==> config.mk <==
export PLATFORM = sky130hd
export DESIGN_NAME = alu_entry_sequencer
export DESIGN_NICKNAME = d
export VERILOG_FILES = /design/src/rtl/alu_entry_sequencer.sv
export SDC_FILE = /design/constraint.sdc
export NUM_CORES = 1
export LEC_CHECK = 0
export ABC_AREA = 1
export ABC_CLOCK_PERIOD_IN_PS = 3100
export CAP_MARGIN = 20
export CORE_ASPECT_RATIO = 0.5
export CORE_MARGIN = 2
export CORE_UTILIZATION = 48
export CTS_CLUSTER_SIZE = 30
export DETAILED_ROUTE_END_ITERATION = 8
export PLACE_DENSITY = 0.84
export SLEW_MARGIN = 10
export SYNTH_ARGS = -nofsm -noshare
export SYNTH_HDL_FRONTEND = slang
export SYNTH_SLANG_ARGS = --single-unit
==> constraint.sdc <==
create_clock -name clk -period 3.1 [get_ports clk]
set_input_delay 0.465 -clock clk [delete_from_list [all_inputs] [get_ports clk]]
set_output_delay 0.465 -clock clk [all_outputs]
set_load 0.01 [all_outputs]
==> src/rtl/alu_entry_sequencer.sv <==
`timescale 1ns/1ps
// alu_entry_sequencer
// Operand/opcode entry controller for a 2-bit-opcode ALU. The user keys values on
// DataIn and confirms each with Enter (A -> B -> opcode). Undo steps back one stage.
// One cycle after the opcode is committed, the ALU Result/Status are captured and
// held for display until the next Enter or Undo.
//
// Ports
//   clk, reset     clock, asynchronous active-high reset
//   DataIn         entry value (operand, or opcode in DataIn[1:0])
//   Enter, Undo    debounced button levels; rising edges are the events
//   AluResult      ALU result (combinational from OperandA/OperandB/OpCode)
//   AluStatus      ALU status {N,C,Z,V}
//   OperandA/B     registered operands to the ALU
//   OpCode         registered opcode to the ALU (0 ADD, 1 SUB, 2 OR, 3 AND)
//   DisplayValue   combinational value for the 7-segment display
//   StatusOut      held {N,C,Z,V} of the last completed operation, 0 outside SHOW
//   CurrentState   FSM state encoding for LEDs
module alu_entry_sequencer #(
    parameter int unsigned WIDTH = 8
) (
    input  logic             clk,
    input  logic             reset,
    input  logic [WIDTH-1:0] DataIn,
    input  logic             Enter,
    input  logic             Undo,
    input  logic [WIDTH-1:0] AluResult,
    input  logic [3:0]       AluStatus,
    output logic [WIDTH-1:0] OperandA,
    output logic [WIDTH-1:0] OperandB,
    output logic [1:0]       OpCode,
    output logic [WIDTH-1:0] DisplayValue,
    output logic [3:0]       StatusOut,
    output logic [2:0]       CurrentState
);

    localparam int unsigned OP_W   = 2;
    localparam int unsigned STAT_W = 4;

    typedef enum logic [2:0] {
        WAIT_A  = 3'd0,
        WAIT_B  = 3'd1,
        WAIT_OP = 3'd2,
        CALC    = 3'd3,
        SHOW    = 3'd4
    } state_t;

    state_t              state, state_next;
    logic                enter_q, undo_q;
    logic [WIDTH-1:0]    opa_q, opa_next;
    logic [WIDTH-1:0]    opb_q, opb_next;
    logic [OP_W-1:0]     opc_q, opc_next;
    logic [WIDTH-1:0]    result_q, result_next;
    logic [STAT_W-1:0]   status_q, status_next;
    logic                enter_ev, undo_ev;

    // Rising-edge detection; history resets high so a button held through reset never fires
    assign enter_ev = Enter & ~enter_q;
    assign undo_ev  = Undo  & ~undo_q;

    // State, history and datapath registers
    always_ff @(posedge clk or posedge reset) begin
        if (reset) begin
            state    <= WAIT_A;
            enter_q  <= 1'b1;
            undo_q   <= 1'b1;
            opa_q    <= '0;
            opb_q    <= '0;
            opc_q    <= '0;
            result_q <= '0;
            status_q <= '0;
        end else begin
            state    <= state_next;
            enter_q  <= Enter;
            undo_q   <= Undo;
            opa_q    <= opa_next;
            opb_q    <= opb_next;
            opc_q    <= opc_next;
            result_q <= result_next;
            status_q <= status_next;
        end
    end

    // Next-state and register-update logic; Undo takes priority over Enter
    always_comb begin
        state_next  = state;
        opa_next    = opa_q;
        opb_next    = opb_q;
        opc_next    = opc_q;
        result_next = result_q;
        status_next = status_q;
        case (state)
            WAIT_A: begin
                if (!undo_ev && enter_ev) begin
                    opa_next   = DataIn;
                    state_next = WAIT_B;
                end
            end
            WAIT_B: begin
                if (undo_ev) begin
                    state_next = WAIT_A;
                end else if (enter_ev) begin
                    opb_next   = DataIn;
                    state_next = WAIT_OP;
                end
            end
            WAIT_OP: begin
                if (undo_ev) begin
                    state_next = WAIT_B;
                end else if (enter_ev) begin
                    opc_next   = DataIn[OP_W-1:0];
                    state_next = CALC;
                end
            end
            CALC: begin
                // ALU inputs have settled for a full cycle; button events here are dropped
                result_next = AluResult;
                status_next = AluStatus;
                state_next  = SHOW;
            end
            SHOW: begin
                if (undo_ev) begin
                    status_next = '0;
                    state_next  = WAIT_OP;
                end else if (enter_ev) begin
                    status_next = '0;
                    state_next  = WAIT_A;
                end
            end
            default: begin
                state_next = WAIT_A;
            end
        endcase
    end

    // Display source selection per state
    always_comb begin
        DisplayValue = '0;
        case (state)
            WAIT_A, WAIT_B: DisplayValue = DataIn;
            WAIT_OP:        DisplayValue = {{(WIDTH-OP_W){1'b0}}, DataIn[OP_W-1:0]};
            CALC:           DisplayValue = AluResult;
            SHOW:           DisplayValue = result_q;
            default:        DisplayValue = '0;
        endcase
    end

    assign OperandA     = opa_q;
    assign OperandB     = opb_q;
    assign OpCode       = opc_q;
    assign StatusOut    = status_q;
    assign CurrentState = state;

endmodule
==> impl_metrics.yaml <==
global_route:
  grt_pass1_vias: 1246
  grt_max_degree: 36
  antenna_found_initial: 0
  grt.total_usage_pct: 21.1
  grt_pass1_wl_um: 6220
  grt-ovfl-total: 0
finish:
  area_growth_pct: 40.6
  nNetsFinal: 256
  drive_above_1_share_pct: 21.9
  fillCellCount: 274
  n_antenna_cell: 0
  fin_util_pct: 69.5
  fin_area_mm2: 0.00236
synthesis:
  synth_area_leaders: "dfrtp_1, o21ai_2, nand2_1"
  synth_most_common_cell: "nand2_1"
  synth_common_cells: "nand2_1, dfrtp_1, inv_1, o21ai_2, o21ai_1"
  synth-main-ff-cell: "dfrtp_1"
  ys_types: 24
  netlist_area_mm2: 0.00168
  syn_avg_cell_area_um2: 9.76
  syn-num-nets: 196
  yosysSeqAreaShare_pct: 52.3
  synth_top_cell_area_share_pct: 49.2
  synth_warnings: 0
  yosys.area.top_type: "dfrtp_1"
  syn_inst: 172
  ys_ff_latch: 35
  synth-edff-count: 0
  synth_async_sr_flop_share_pct: 100
timing:
  fin_skew_ps: 7.72
  final.period_utilization_pct: 84.8
  drv_slew: 0
  setup-tns-final_ps: 0
  rsz0062_at_grt: "false"
  min_period_ps: 2630
  fin_ws_ps: 470
  setup_viol: 0
  maxSlewHeadroom_pct: 70.5
  hold_viol: 0
  fmax_mhz: 380
  worst_pin_slew_ps: 442
die:
  die_area_mm2: 0.00402
  die_w_um: 87.6
  start_util_pct: 49.4
  rows: 15
  coreArea_mm2: 0.00340
  ios: 57
  die_height_um: 45.8
drt:
  vias: 1332
  wire_per_inst_um: 13.7
  vias_per_cell: 4.69
  drc: 0
  routed_wirelength_um: 3900
  drt_pre_antenna_iters: 4
  antenna_left: 0
  drtIter0Drc: 71
critical_path:
  arrival_ps: 2160
  cp-end-kind: "primary output"
  regToRegSetupSlack_ps: 1660
  worstReg2RegEnd: "CurrentState[1]"
  cp.required_ps: 2630
  path_max_fanout: 19
  crit_path_start_kind: "flip-flop"
  path_class: "flip-flop to primary output"
  r2r-start: "CurrentState[0]"
  reg2regPathDepth: 8
clocking:
  path_clk_slew_ps: 60
  post_cts_resized: 0
  cts_root_buffer: "clkbuf_8"
  cts_tree: "yes"
  cts-buffers-inserted: 5
  htreeDepth: 2
  cts.sinks: 35
  clk_path_buf_depth: 2
  clk_latency_ps: 280
  post-cts-setup-buffers: 0
  hold_buffers: 0
min_path:
  hp-start: "result_q[7]"
  hold_class: "flip-flop to flip-flop"
  min_delay_path_depth: 2
  hold-path-endpoint: "result_q[7]"
status:
  status: "completed"
placement:
  place_area_mm2: 0.00226
  gp_congestion: 0.884
  dpl_worst_slack_ps: 798
  portBuffers: 56
  dp_hpwl_um: 2870
pwr:
  total_power_w: 0.00225
  p_leak_nw: 1.10
  ir_drop_mv: 0.515
  p_per_area_mw_per_mm2: 954
flow_run:
  maxCapViolCount: 0
[report_power, final]
part / leakage (nW) / switching [W] / internal (W)
combinational: 0.611 / 0.000532 / 0.000564
sequential: 0.434 / 0.000133 / 0.000657
clock: 0.0505 / 0.000165 / 0.000202
[per-layer routing]
layer / up-vias / part of all wire [%] / track usage (%)
li1: 664 / - / -
met1: 632 / 48 / 30.0
met2: 31 / 48 / 32.3
met3: 5 / 3.6 / 5.62
met4: 0 / 0.92 / 5.54
met5: - / 0 / 0
[critical path: stages (launching register included)]
cell and delay [ps]:
dfrtp_1 490, inv_2 150, nand3_2 150, inv_4 250, nand2_1 140, o221ai_1 110, clkdlybuf4s50_1 590
[cells in the final DEF, fill, tap and decap left out, types with 2 or more instances in the layout]
master            n
o21ai_1          10
nor2_4            2
clkdlybuf4s50_1  56
nand2_1          43
dfrtp_1          33
o21ai_2          19
inv_2             3
nand3_1           2
nand2_2           8
o21ai_0           3
o211ai_1          3
o221ai_1          5
inv_1            26
dfstp_2           2
clkbuf_8          7
[final cells by class]
type	instances	area [um^2]	area share, %
flip-flops and latches	35	878	37.2
clock inverters	1	7.51	0.318
inverters	30	115	4.88
clock buffers	7	96.3	4.08
well taps	51	63.8	2.70
multi-input cells	103	632	26.8
repair buffers	57	568	24.1
[through the flow]
| step | hold WS [ps] | std cells |
|---|---|---|
| after detailed placement | 471 | 276 |
| after CTS | 487 | 284 |
| final | 483 | 284 |
| after global routing | 507 | 284 |
| after floorplan | 450 | 172 |
| after global placement | 466 | 276 |
[worst max-delay path by stage]
stage / startpoint / slack (ps) / endpoint / depth (start not counted)
floorplan: CurrentState[0] / 1500 / DisplayValue[0] / 4
global placement: CurrentState[2] / 820 / DisplayValue[1] / 6
detailed placement: CurrentState[2] / 800 / DisplayValue[1] / 6
CTS: CurrentState[2] / 460 / DisplayValue[3] / 6
global route: CurrentState[2] / 330 / DisplayValue[1] / 6
finish: CurrentState[2] / 470 / DisplayValue[3] / 6
[cells by family after synthesis]
group,Yosys count,synth area share [%]
and+or+nand+nor,61,18.2
buffers and inverters,34,10.1
AOI/OAI and AO/OA,42,19.4
DFF,35,52.3
[sequential cells by signal (all words and copies together) (netlist names)]
| name | flops |
|---|---|
| CurrentState | 3 |
| OperandB | 8 |
| StatusOut | 4 |
| undo_q | 1 |
| OperandA | 8 |
| enter_q | 1 |
| result_q | 8 |
| OpCode | 2 |
No activity file was read; power rests on OpenSTA's default activity.
